<file path="config.mk">
export PLATFORM = sky130hd
export DESIGN_NAME = result_serializer_flat
export DESIGN_NICKNAME = d
export VERILOG_FILES = /design/src/rtl/result_serializer_if.sv /design/src/rtl/result_serializer.sv /design/src/flat_wrapper.sv
export SDC_FILE = /design/constraint.sdc
export NUM_CORES = 1
export LEC_CHECK = 0
export BUFFER_PORTS_ARGS = -buffer_cell sky130_fd_sc_hd__buf_2
export CAP_MARGIN = 40
export CORE_MARGIN = 10
export CORE_UTILIZATION = 57
export DETAILED_ROUTE_END_ITERATION = 7
export PLACE_DENSITY = 0.89
export SLEW_MARGIN = 25
export SYNTH_ARGS = -nofsm -noshare
export SYNTH_HDL_FRONTEND = slang
export SYNTH_SLANG_ARGS = --single-unit
</file>
<file path="constraint.sdc">
create_clock -name clk -period 4.6 [get_ports clk]
set_input_delay 0.46 -clock clk [delete_from_list [all_inputs] [get_ports clk]]
set_output_delay 0.46 -clock clk [all_outputs]
set_load 0.02 [all_outputs]
</file>
<file path="src/rtl/result_serializer_if.sv">
// Beat stream from the result serializer toward the output pins.
// The master drives valid/byte/last; the slave answers with ready.
interface result_serializer_if #(
    parameter int OUT_W = 8
) ();
    logic             out_valid;
    logic             out_ready;
    logic             out_last;
    logic [OUT_W-1:0] out_byte;

    modport master (
        output out_valid,
        output out_byte,
        output out_last,
        input  out_ready
    );

    modport slave (
        input  out_valid,
        input  out_byte,
        input  out_last,
        output out_ready
    );
endinterface

</file>
<file path="src/rtl/result_serializer.sv">
// Captures NUM_WORDS result words plus a mode tag and emits a {SYNC,mode} header beat followed by payload beats.
// Define RESULT_SERIALIZER_CHECKSUM_EN to append an XOR check beat after the payload.
module result_serializer #(
    parameter int WORD_W    = 32,
    parameter int NUM_WORDS = 2,
    parameter int OUT_W     = 8,
    parameter int MODE_W    = 3,
    parameter logic [OUT_W-MODE_W-1:0] SYNC = 5'b10110
) (
    input  logic                        clk,
    input  logic                        rst,
    input  logic                        start,
    input  logic [MODE_W-1:0]           mode,
    input  logic [NUM_WORDS*WORD_W-1:0] words,
    output logic                        busy,
    output logic                        done,
    result_serializer_if.master         out_if
);
    localparam int BPW     = WORD_W / OUT_W;
    localparam int PAY     = NUM_WORDS * BPW;
    localparam int FRAME_W = NUM_WORDS * WORD_W;
    localparam int CNT_W   = (PAY > 1) ? $clog2(PAY) : 1;
    localparam logic [CNT_W-1:0] LAST_CNT = CNT_W'(PAY - 1);

`ifdef RESULT_SERIALIZER_CHECKSUM_EN
    typedef enum logic [2:0] {S_IDLE, S_HEADER, S_PAYLOAD, S_CHECK, S_FIN} state_t;
`else
    typedef enum logic [2:0] {S_IDLE, S_HEADER, S_PAYLOAD, S_FIN} state_t;
`endif

    state_t             state_reg;
    logic [FRAME_W-1:0] frame_reg;
    logic [CNT_W-1:0]   cnt_reg;
    logic [OUT_W-1:0]   out_byte_reg;
    logic               out_valid_reg;
    logic               out_last_reg;
    logic               busy_reg;
    logic               done_reg;
`ifdef RESULT_SERIALIZER_CHECKSUM_EN
    logic [OUT_W-1:0]   xor_reg;
`endif

    // Word 0 goes to the top of the frame so the whole frame drains MSB-first.
    logic [FRAME_W-1:0] words_ordered;
    generate
        for (genvar gi = 0; gi < NUM_WORDS; gi++) begin : g_order
            assign words_ordered[(NUM_WORDS-1-gi)*WORD_W +: WORD_W] = words[gi*WORD_W +: WORD_W];
        end
    endgenerate

    logic [OUT_W-1:0] beat_top;
    assign beat_top = frame_reg[FRAME_W-1 -: OUT_W];

    always_ff @(posedge clk or posedge rst) begin
        if (rst) begin
            state_reg     <= S_IDLE;
            frame_reg     <= '0;
            cnt_reg       <= '0;
            out_byte_reg  <= '0;
            out_valid_reg <= 1'b0;
            out_last_reg  <= 1'b0;
            busy_reg      <= 1'b0;
            done_reg      <= 1'b0;
`ifdef RESULT_SERIALIZER_CHECKSUM_EN
            xor_reg       <= '0;
`endif
        end else begin
            done_reg <= 1'b0;
            case (state_reg)
                S_IDLE: begin
                    if (start) begin
                        frame_reg     <= words_ordered;
                        out_byte_reg  <= {SYNC, mode};
                        out_valid_reg <= 1'b1;
                        out_last_reg  <= 1'b0;
                        busy_reg      <= 1'b1;
                        cnt_reg       <= '0;
`ifdef RESULT_SERIALIZER_CHECKSUM_EN
                        xor_reg       <= '0;
`endif
                        state_reg     <= S_HEADER;
                    end
                end
                S_HEADER: begin
                    if (out_if.out_ready) begin
                        out_byte_reg <= beat_top;
                        frame_reg    <= frame_reg << OUT_W;
                        cnt_reg      <= '0;
`ifdef RESULT_SERIALIZER_CHECKSUM_EN
                        out_last_reg <= 1'b0;
                        xor_reg      <= beat_top;
`else
                        out_last_reg <= (PAY == 1);
`endif
                        state_reg    <= S_PAYLOAD;
                    end
                end
                S_PAYLOAD: begin
                    if (out_if.out_ready) begin
                        if (cnt_reg == LAST_CNT) begin
`ifdef RESULT_SERIALIZER_CHECKSUM_EN
                            // xor_reg already folds in the beat being accepted now.
                            out_byte_reg <= xor_reg;
                            out_last_reg <= 1'b1;
                            state_reg    <= S_CHECK;
`else
                            out_valid_reg <= 1'b0;
                            out_byte_reg  <= '0;
                            out_last_reg  <= 1'b0;
                            busy_reg      <= 1'b0;
                            done_reg      <= 1'b1;
                            state_reg     <= S_FIN;
`endif
                        end else begin
                            out_byte_reg <= beat_top;
                            frame_reg    <= frame_reg << OUT_W;
                            cnt_reg      <= cnt_reg + CNT_W'(1);
`ifdef RESULT_SERIALIZER_CHECKSUM_EN
                            out_last_reg <= 1'b0;
                            xor_reg      <= xor_reg ^ beat_top;
`else
                            out_last_reg <= ((cnt_reg + CNT_W'(1)) == LAST_CNT);
`endif
                        end
                    end
                end
`ifdef RESULT_SERIALIZER_CHECKSUM_EN
                S_CHECK: begin
                    if (out_if.out_ready) begin
                        out_valid_reg <= 1'b0;
                        out_byte_reg  <= '0;
                        out_last_reg  <= 1'b0;
                        busy_reg      <= 1'b0;
                        done_reg      <= 1'b1;
                        state_reg     <= S_FIN;
                    end
                end
`endif
                S_FIN: begin
                    state_reg <= S_IDLE;
                end
                default: begin
                    state_reg <= S_IDLE;
                end
            endcase
        end
    end

    assign out_if.out_valid = out_valid_reg;
    assign out_if.out_byte  = out_byte_reg;
    assign out_if.out_last  = out_last_reg;
    assign busy             = busy_reg;
    assign done             = done_reg;
endmodule

</file>
<file path="src/flat_wrapper.sv">
// flat-port wrapper written by rule: the top's interface ports become plain ports
module result_serializer_flat 
#(
    parameter int WORD_W    = 32,
    parameter int NUM_WORDS = 2,
    parameter int OUT_W     = 8,
    parameter int MODE_W    = 3,
    parameter logic [OUT_W-MODE_W-1:0] SYNC = 5'b10110
)
  (clk, rst, start, mode, words, busy, done, out_if_out_valid, out_if_out_byte, out_if_out_last, out_if_out_ready);
  result_serializer_if #(.OUT_W(OUT_W)) out_if_i ();
  input  logic clk;
  input  logic rst;
  input  logic start;
  input  logic [MODE_W-1:0] mode;
  input  logic [NUM_WORDS*WORD_W-1:0] words;
  output logic busy;
  output logic done;
  output wire logic [$bits(out_if_i.out_valid)-1:0] out_if_out_valid;
  output wire logic [$bits(out_if_i.out_byte)-1:0] out_if_out_byte;
  output wire logic [$bits(out_if_i.out_last)-1:0] out_if_out_last;
  input wire logic [$bits(out_if_i.out_ready)-1:0] out_if_out_ready;
  assign out_if_out_valid = out_if_i.out_valid;
  assign out_if_out_byte = out_if_i.out_byte;
  assign out_if_out_last = out_if_i.out_last;
  assign out_if_i.out_ready = out_if_out_ready;
  result_serializer #(.WORD_W(WORD_W), .NUM_WORDS(NUM_WORDS), .OUT_W(OUT_W), .MODE_W(MODE_W), .SYNC(SYNC)) u_core (.clk(clk), .rst(rst), .start(start), .mode(mode), .words(words), .busy(busy), .done(done), .out_if(out_if_i));
endmodule
</file>
# == After elaboration in Yosys (flattened, before gate mapping) ==
# Cells that the tools add are included.
# Widths: inputs -> output; s select.
# totals
ff_bits,81
in_bits,71
out_inout_bits,12
elab_cells,56
# op_classes
add_sub_neg,1
eq_ne,9
n_mux,32
n_reduce_logical,7
# op_table
cell,n
$mux 64,4
$pmux 64 s3,1
$mux 8,4
$mux 3,8
$pmux 8 s3,1
$pmux 3 s3,2
$reduce_and 4->1,3
$mux 1,10
$ne 2x2->1 const B,4
$eq 3x3->1 const B,2
$reduce_and 5->1,1
$add 3x1->3 const B,1
$eq 3x1->1 const B,1
$eq 3x2->1 const B,1
$logic_not 3->1,1
$pmux 1 s3,1
$reduce_bool 3->1,1
$ne 2x1->1 const B,1
$pmux 1 s2,1
$reduce_bool 2->1,1

# == Longest topological paths before layout ==
# Gate-level depths: netlist of run 1.
# logic_depth
ltp_word,5
ltp_mapped,7
mapped_depth_nobuf,5

# == Worst setup path before layout of run 1 ==
# No wires, ideal clock.
# synth_timing
path_kind,reg2reg
from,reg u_core.cnt_reg[0]
to,reg u_core.frame_reg[10]
setup_time_ns,0.127
arrival_time_ns,2.020
required_ns,4.473
setup_slack_ns,2.453
path_stages_with_launch,8
path_buffers,2
period_less_slack_ns,2.147
cell_sequence,dfrtp_1 > ha_1 > ha_1 > and2_1 > a2111oi_4 > buf_4 > buf_6 > mux2_1
# synth_via
elab_chain_len,3
# synth_rtl
element,line,rtl
start: declaration,result_serializer.sv:33,logic [CNT_W-1:0] cnt_reg;
start signal: assignment,result_serializer.sv:117,cnt_reg <= cnt_reg + CNT_W'(1);
$eq 3x3->1,result_serializer.sv:100,if (cnt_reg == LAST_CNT) begin
$ne 2x2->1 (no line),-,
$reduce_and 5->1 (no line),-,
end signal: assignment,result_serializer.sv:72,frame_reg <= words_ordered;
end signal: assignment,result_serializer.sv:87,frame_reg <= frame_reg << OUT_W;
end signal: assignment,result_serializer.sv:116,frame_reg <= frame_reg << OUT_W;
end: declaration,result_serializer.sv:32,logic [FRAME_W-1:0] frame_reg;
# No other way between the ends.
# A chain may end at the register's enable or synchronous reset.

# == Final worst setup path of run 1 ==
# layout_timing
from,reg u_core.state_reg[1]
to,reg u_core.frame_reg[22]
# layout_via
elab_chain_len,3
elab_cells_between_ends,10
# layout_rtl
element,line,rtl
start: declaration,result_serializer.sv:31,state_t state_reg;
start signal: assignment,result_serializer.sv:56,state_reg <= S_IDLE;
start signal: assignment,result_serializer.sv:81,state_reg <= S_HEADER;
start signal: assignment,result_serializer.sv:95,state_reg <= S_PAYLOAD;
$eq 3x2->1 (tied with other cells),result_serializer.sv:69,case (state_reg)
$ne 2x2->1 (no line) or $reduce_bool 3->1 (tied branches),-,
$reduce_and 5->1 (no line),-,
# Several ways; a longest one is shown, not always the timed one.

==> metrics, run 1 <==
setup tns final=0 ns; CTS root buf=clkbuf_8; Clk Latency, worst-skew pair=0.34 ns; R2R depth=6; commonest non-fill, non-tap cells in the layout=102 x mux2_2, 82 x buf_2, 80 x dfrtp_1, 28 x mux2_1, 16 x nor2b_1; initial antenna violation count=0; Hold Buf Count CTS=0; Synth Register Bits=80; Top Family by Delay on Critical Path=buffers and inverters; Post-CTS Setup Bufs=0; sequential element share of the synthesized area=49.55%; commonest non-fill, non-tap cell in the layout=mux2_2; port buffer count=82; DIE AREA=10860 sq um; DR WL/cell=17.30 um; residual DRC count=0; CTS tree=done; drt first pass iters=4; Total Routing Usage GR=15.54%; Post-CTS Resized=0; critical-path cell with the highest stage delay=buf_4; # nets final=452; Setup CP Type=reg2reg; Via density=5.256; CTS clk-pin slew, worst paths=0.08 ns; # diodes=0; reg-to-reg critical path endpoint=u_core.frame_reg[22]; vias after detailed routing=2486; fin cells=473; initial core utilization=59.14%; syn avg cell area=13.88 sq um; Post-Synthesis Cells=291; RSZ-0062 raised after global routing=no; core box area=6832 sq um; Slew @ Worst Pin=0.7051 ns; IO Pins=83; worst-path maximum fanout=41; clock sink total=80; maximum clock path buffer count=2; global-route wire length before repair=13820 um; R2R Setup Slk=2.09 ns; Max-slew headroom=52.94%; share of cells above drive strength 1=55.17%; Lkg Pwr=2.203 nW; final worst path period need=2.509 ns; Startpoint Class=register; Post-Synthesis Cell Area=4040 sq um; placed cell count=455; routed metal-1 wirelength=3698 um; outcome=completed; YS warnings=0; Die W=104.2 um; routed wire length=8181 um; 1st-iter DRT viols=112; CTS H-tree lvls=3; final-report hold violation count=0; worst r2r src=u_core.state_reg[1]; Worst EP arrival=2.74 ns; Layout area overhead=17.68%; Placer Congestion=0.7835; Inserted Clock Buffers=9; register area=2002 sq um; Tightest Hold Check Type=in2async; Final period util=54.54%; Worst VDD drop=0.0004453 V; pin count of the biggest net entering global routing=75; final antenna-violating net count=0; WL met2=4082 um; CP endpoint kind=register; max cap viols=0; # fillers=501; Max Clock Skew=0.006808 ns; Peak Freq=0.3986 GHz; Final Max Tran Viols=0; DP HPWL=5892 um; DR WL met3=301 um; # setup viols final=0; Worst Path Buf+Inv=2; worst path cell trace=inv_1 > ha_1 > or2_1 > a2111oi_4 > buf_4 > mux2_2; syn nets=371; Die Y=104.2 um; largest stage delay on the critical path=0.51 ns; uppermost layer routed=met4; vias in the first global route=2788; CP required=4.83 ns; standard-cell rows=30; Pwr Density=834.1 nW/um^2; GR Overflow Total=0; max reg flops=64; multi-input logic area=1918 sq um; count of different cell masters after synthesis=25
==> per-layer routing <==
layer,track usage (%),vias to the layer above
li1,-,1194
met1,19.38,1228
met2,25.23,55
met3,3.532,9
met4,6.660,0
met5,0,-
==> cells by family after synthesis <==
| group | after synthesis | share of synthesized area [%] |
|---|---|---|
| flip-flops | 80 | 49.55 |
| buffers and inverters | 26 | 3.283 |
| AO/OA/AOI/OAI | 15 | 3.066 |
| multiplexers | 135 | 37.47 |
| adder cells (fa/ha/maj) | 9 | 2.787 |
| AND/OR/NAND/NOR | 26 | 3.840 |
==> worst max-delay path by stage <==
| stage | depth (start not counted) | start | to | slack (ns) |
|---|---|---|---|---|
| after floorplan | 1 | rst | u_core.busy | 2.09 |
| after global placement | 6 | u_core.state_reg[1] | u_core.frame_reg[26] | 2.19 |
| after detailed placement | 6 | u_core.state_reg[1] | u_core.frame_reg[22] | 2.09 |
| after CTS | 6 | u_core.state_reg[1] | u_core.frame_reg[22] | 2.06 |
| after global routing | 6 | u_core.state_reg[1] | u_core.frame_reg[25] | 1.97 |
| final | 6 | u_core.state_reg[1] | u_core.frame_reg[22] | 2.09 |
==> report_power, final <==
part | switching, mW | total (mW) | internal (mW)
Clock | 0.262 | 0.568 | 0.307
Combinational | 0.932 | 2.16 | 1.22
Sequential | 0.173 | 1.24 | 1.07
Total | 1.37 | 3.97 | 2.60
==> per-stage QoR <==
step | setup slack, ns | hold slack (ns) | utilization (%) | cell area, sq um | power [mW]
CTS | 2.061 | 0.1925 | 69.25 | 4731 | 3.965
finish | 2.091 | 0.1909 | 69.60 | 4755 | 3.966
global route | 1.965 | 0.2385 | 69.60 | 4755 | 4.248
global placement | 2.190 | 0.4619 | 66.04 | 4512 | 3.281
detailed placement | 2.093 | 0.4735 | 66.04 | 4512 | 3.385
floorplan | 2.088 | 0.4522 | - | 4040 | 3.007
==> cell type report <==
class,instances,area share [%]
clock buffers,9,2.605
clock inverters,7,2.000
inverters,8,0.6579
multi-input cells,185,40.34
flip-flops and latches,80,42.11
well taps,96,2.526
repair buffers,88,9.763
==> cells in the mapped netlist <==
library cell,instances,area (sq um)
mux2_2,102,1149
dfrtp_1,80,2002
mux2_1,28,315.3
nor2b_1,16,100.1
ha_1,9,112.6
clkbuf_1,8,30.03
inv_1,8,30.03
a21oi_1,6,30.03
mux2i_1,5,50.05
buf_2,4,20.02
nor2_1,4,15.01
buf_6,3,33.78
and2_1,2,12.51
buf_4,2,15.01
o211ai_1,2,15.01
o2bb2ai_1,2,17.52
o41ai_1,2,17.52
a2111oi_0,1,8.760
a2111oi_4,1,27.53
a211oi_1,1,7.510
and3_1,1,6.260
and3b_1,1,8.760
buf_1,1,3.750
nand2b_1,1,6.260
or2_1,1,6.260
No activity file was read; power rests on OpenSTA's default activity.
==> inputs of run 2 (changes only) <==
--- a/config.mk
+++ b/config.mk
@@ -8,9 +8,9 @@
 export BUFFER_PORTS_ARGS = -buffer_cell sky130_fd_sc_hd__buf_2
 export CAP_MARGIN = 40
 export CORE_MARGIN = 10
-export CORE_UTILIZATION = 57
+export CORE_UTILIZATION = 50
 export DETAILED_ROUTE_END_ITERATION = 7
-export PLACE_DENSITY = 0.89
+export PLACE_DENSITY = 0.83
 export SLEW_MARGIN = 25
 export SYNTH_ARGS = -nofsm -noshare
 export SYNTH_HDL_FRONTEND = slang
==> constraint.sdc (replaced) <==
create_clock -name clk -period 2.1 [get_ports clk]
set_input_delay 0.21 -clock clk [delete_from_list [all_inputs] [get_ports clk]]
set_output_delay 0.21 -clock clk [all_outputs]
set_load 0.02 [all_outputs]
==> run 2 against run 1 <==
Effect of this change: the flow now finishes with violations (negative setup slack); combinational power rose to 2.8 times the previous value; sequential cell count unchanged; critical path depth up 2; first-iteration DRC count down 19%; count of clock-buffer cells in the layout up 1.
==> metrics, run 2 (same netlist as run 1, synthesis figures left out) <==
CTS H-tree lvls=3; Pwr Density=1921 nW/um^2; routed wire length=9601 um; Tightest Hold Check Type=in2reg; vias after detailed routing=2673; CP required=2.34 ns; global-route wire length before repair=15350 um; failing checks=negative setup slack; Layout area overhead=28.27%; final instance area=5182 sq um; hold path endpoint=u_core.done; Sw Pwr=3.386 mW; DIE AREA=12080 sq um; share of cells above drive strength 1=60.99%; register area=2002 sq um; Reg power frac=27.7%; DR WL/cell=18.94 um; commonest non-fill, non-tap cell in the layout=mux2_2; Post-DP Area=4765 sq um; Final period util=101.1%; # diodes=0; Total Routing Usage GR=16.39%; initial antenna violation count=0; Final Max Tran Viols=0; 1st-iter DRT viols=91; combinational share of power=60.9%; Worst Min Path Start=out_if_out_ready; port buffer count=82; Die Y=109.9 um; Switching Share=34.02%; Placer Congestion=0.7598; clock sink total=80; max cap viols=0; Worst VDD drop=0.001010 V; max reg flops=64; final worst path period need=2.124 ns; final-report hold violation count=0; # fillers=587; Slew @ Worst Pin=0.4983 ns; Setup CP Type=reg2reg; initial core utilization=51.75%; Worst EP arrival=2.36 ns; Fin Hold WS=0.1360 ns; Clk Latency, worst-skew pair=0.35 ns; CTS clk-pin slew, worst paths=0.08 ns; outcome=complete, but fails checks; worst r2r src=u_core.state_reg[0]; Max Clock Skew=0.01258 ns; CTS tree=done; GR Overflow Total=0; R2R Setup Slk=-0.02 ns; Via density=5.272; RSZ-0062 raised after global routing=yes; Inserted Clock Buffers=9; CTS root buf=clkbuf_8; pin count of the biggest net entering global routing=39; Lkg Pwr=2.454 nW; Clock power frac=11.4%; Max-slew headroom=66.71%; placed cell count=483; reg-to-reg critical path endpoint=u_core.frame_reg[61]; Die W=109.9 um; core box area=7807 sq um; DP HPWL=6718 um; final antenna-violating net count=0; Hold Path Depth=2; fin cells=507; vias in the first global route=3047; R2R depth=8; IO Pins=83; # setup viols final=13; maximum clock path buffer count=2; # nets final=481; standard-cell rows=32; multi-input logic area=2002 sq um; residual DRC count=0; drt first pass iters=4; CP endpoint kind=register; Startpoint Class=register; commonest non-fill, non-tap cells in the layout=89 x mux2_2, 82 x buf_2, 80 x dfrtp_1, 25 x mux2_1, 21 x buf_4; PnR worst setup slack=-0.02392 ns; worst-path maximum fanout=5; Peak Freq=0.4708 GHz; internal power=6.568 mW
[run 2: worst max-delay path by stage]
stage	from	endpoint	slack, ns	cells after the start
CTS	u_core.cnt_reg[1]	u_core.frame_reg[39]	-0.08	9
detailed placement	u_core.state_reg[0]	u_core.frame_reg[39]	-0.08	7
finish	u_core.state_reg[0]	u_core.frame_reg[61]	-0.02	8
global placement	u_core.state_reg[0]	u_core.frame_reg[56]	-0.01	7
floorplan	u_core.state_reg[0]	u_core.frame_reg[10]	-0.02	6
global route	u_core.state_reg[0]	u_core.frame_reg[25]	-0.08	8
[run 2: layout make-up]
cell class,instances,share of cell area (%)
clock buffers,10,2.656
clock inverters,5,1.111
inverters,8,0.6519
multi-input cells,185,38.63
flip-flops and latches,80,38.63
well taps,102,2.463
repair buffers,117,15.86
[run 2: timing repair]
item | CTS | global route
endpoints found under the hold margin | 20 | 0
setup buffers | 6 | 2
resized for setup | 29 | 5
pin swaps | 3 | 2
gates cloned | 2 | 0
hold buffers | 1 | 0
endpoints found under the setup margin | 63 | 66
[run 2: critical path: stages, from the launching register on]
cell and delay, ns:
dfrtp_1 0.42, inv_2 0.07, ha_2 0.19, or2_4 0.24, a2111oi_4 0.33, buf_6 0.21
buf_4 0.13, buf_4 0.13, mux2_4 0.29
[run 2: power groups by stage]
stage | Sequential, mW | Clock, mW | Combinational, mW
floorplan | 2.70 | 0 | 3.90
global placement | 2.70 | 0 | 5.08
detailed placement | 2.75 | 0 | 5.31
CTS | 2.73 | 1.15 | 6.06
global route | 2.83 | 1.22 | 6.49
finish | 2.75 | 1.13 | 6.07
[run 2: metal layers]
layer | track usage [%] | part of all wire (%)
met1 | 18.20 | 40
met2 | 28.96 | 53
met3 | 4.096 | 4.8
met4 | 7.249 | 2.1
met5 | 0 | 0
[run 2: per-stage QoR]
stage	setup TNS, ns	util [%]	setup WS (ns)	total power, mW
floorplan	-0.3951	-	-0.02227	6.601
global placement	-0.2693	61.03	-0.01263	7.785
detailed placement	-3.310	61.03	-0.07623	8.062
CTS	-0.8931	66.17	-0.07565	9.944
global route	-2.445	66.38	-0.08355	10.55
finish	-0.1224	66.38	-0.02392	9.954
==> inputs of run 3 (changes only) <==
--- a/config.mk
+++ b/config.mk
@@ -5,12 +5,13 @@
 export SDC_FILE = /design/constraint.sdc
 export NUM_CORES = 1
 export LEC_CHECK = 0
+export ABC_CLOCK_PERIOD_IN_PS = 2100
 export BUFFER_PORTS_ARGS = -buffer_cell sky130_fd_sc_hd__buf_2
 export CAP_MARGIN = 40
 export CORE_MARGIN = 10
 export CORE_UTILIZATION = 50
 export DETAILED_ROUTE_END_ITERATION = 7
-export PLACE_DENSITY = 0.83
+export PLACE_DENSITY = 0.85
 export SLEW_MARGIN = 25
 export SYNTH_ARGS = -nofsm -noshare
 export SYNTH_HDL_FRONTEND = slang
==> run 3 against run 2 <==
Effect of this change: the run still ends with negative setup slack left; register-to-register slack hardly changed; clock skew is 0.0028 ns higher; total power is 3.9% higher; die area stayed put; clock power is 22% higher; worst hold slack better by 0.0082 ns; highest routed layer unchanged.
==> metrics, run 3 (same netlist as run 1, synthesis figures left out) <==
outcome=complete, but fails checks; failing checks=negative setup slack; worst path cell trace=inv_2 > ha_4 > or2_4 > a2111oi_4 > buf_4 > clkbuf_16 > mux2_2; critical-path cell with the highest stage delay=dfrtp_2; final worst path period need=2.136 ns; DR WL/cell=18.81 um; Via density=5.250; port buffer count=82; maximum clock path buffer count=2; multi-input logic area=2101 sq um; standard-cell rows=32; clock sink total=80; routed wire length=9478 um; crit path from=u_core.state_reg[0]; Placer Congestion=0.8096; Layout area overhead=30.29%; Total Routing Usage GR=15.07%; Fin Hold WS=0.1442 ns; Final Max Tran Viols=0; final antenna-violating net count=0; CP required=2.34 ns; largest stage delay on the critical path=0.42 ns; register area=2004 sq um; global-route wire length before repair=14150 um; drt first pass iters=4; CTS tree=done; DIE AREA=12080 sq um; post-place setup slack=-0.1285 ns; share of cells above drive strength 1=62.94%; Worst EP arrival=2.38 ns; initial antenna violation count=0; # setup viols final=23; R2R Setup Slk=-0.04 ns; setup tns final=-0.4739 ns; CTS H-tree lvls=3; Slew @ Worst Pin=0.4688 ns; RSZ-0062 raised after global routing=yes; initial core utilization=51.75%; 1st-iter DRT viols=94; Die Y=109.9 um; CP endpoint kind=register; worst r2r src=u_core.state_reg[0]; pin count of the biggest net entering global routing=81; core box area=7807 sq um; Setup CP Type=reg2reg; DP HPWL=6455 um; R2R depth=7; residual DRC count=0; Worst VDD drop=0.001012 V; # fillers=548; Peak Freq=0.4681 GHz; Tightest Hold Check Type=in2reg; GR Overflow Total=0; Startpoint Class=register; Max Clock Skew=0.01535 ns; CTS root buf=clkbuf_8; # nets final=477; Inserted Clock Buffers=9; CP Capture Point=u_core.frame_reg[53]; max cap viols=0; Max-slew headroom=68.68%; Pwr Density=1964 nW/um^2; worst-path maximum fanout=13; # diodes=0; max reg flops=64; commonest non-fill, non-tap cells in the layout=82 x buf_2, 79 x mux2_2, 78 x dfrtp_1, 33 x mux2_4, 20 x buf_4; reg-to-reg critical path endpoint=u_core.frame_reg[53]; Final period util=101.7%; IO Pins=83; CTS clk-pin slew, worst paths=0.08 ns; vias after detailed routing=2646; final-report hold violation count=0; Clk Latency, worst-skew pair=0.36 ns; Lkg Pwr=2.501 nW; PnR worst setup slack=-0.03625 ns; vias in the first global route=2907; Die W=109.9 um; commonest non-fill, non-tap cell in the layout=buf_2
==> run 3: cell count changes in the layout (fill, tap and decap cells not counted), sizes merged <==
cell,delta
buf,-5
bufinv,+2
clkinv,-2
clkbuf,+1
inv,+1
==> run 3: worst max-delay path: cells and delay by family (launching register included) <==
kind | cells | cell delay (ns)
AO/OA/AOI/OAI | 1 | 0.38
AND/OR/NAND/NOR | 1 | 0.26
multiplexers | 1 | 0.34
adder cells (fa/ha/maj) | 1 | 0.16
buffers and inverters | 3 | 0.46
flip-flops | 1 | 0.42
==> run 3: where the power goes <==
group	switching, mW	total [mW]	internal, mW
logic	2.45	6.20	3.75
clock network	0.583	1.38	0.799
registers	0.414	2.76	2.35
total	3.45	10.3	6.89
==> run 3: repair_timing <==
item                       4_1_cts  5_1_grt
setup buffers                    3        3
setup endpoints to repair       67       67
hold buffers                     1        0
hold endpoints to repair        76        0
gates cloned                     1        1
pin swaps                        3        2
gates resized for setup         13       46
==> run 3: layout make-up <==
class	instances	share of cell area (%)
clock buffer	10	2.425
timing repair buffer	113	14.31
multi-input combinational	185	39.91
tap	102	2.425
inverter	8	0.6418
sequential	80	38.08
clock inverter	6	2.211
==> run 3: per-stage QoR <==
step	power [mW]	utilization, %	cell area (sq um)	instances
6_report	10.34	67.42	5264	504
5_1_grt	10.94	67.42	5264	504
4_1_cts	9.564	64.82	5061	501
3_5_place_dp	7.949	60.51	4725	481
3_3_place_gp	7.715	60.51	4725	481
2_1_floorplan	6.601	-	4050	291
==> run 3: how the worst min path moves through the flow <==
stage | cells past startpoint | slack (ns) | to | startpoint
finish | 2 | 0.14 | u_core.done | out_if_out_ready
global route | 2 | 0.16 | u_core.done | out_if_out_ready
CTS | 2 | 0.13 | u_core.done | out_if_out_ready
detailed placement | 3 | 0.37 | u_core.frame_reg[0] | rst
global placement | 3 | 0.36 | u_core.frame_reg[54] | rst
floorplan | 1 | 0.37 | u_core.done | out_if_out_ready
==> run 3: metal layers <==
layer  up-vias  track usage (%)  share of wire (%)
met2        60            25.02                 50
met5         -                0                  0
met1      1328            18.08                 43
met4         0            6.413                1.7
li1       1248                -                  -
met3        10            3.979                5.0
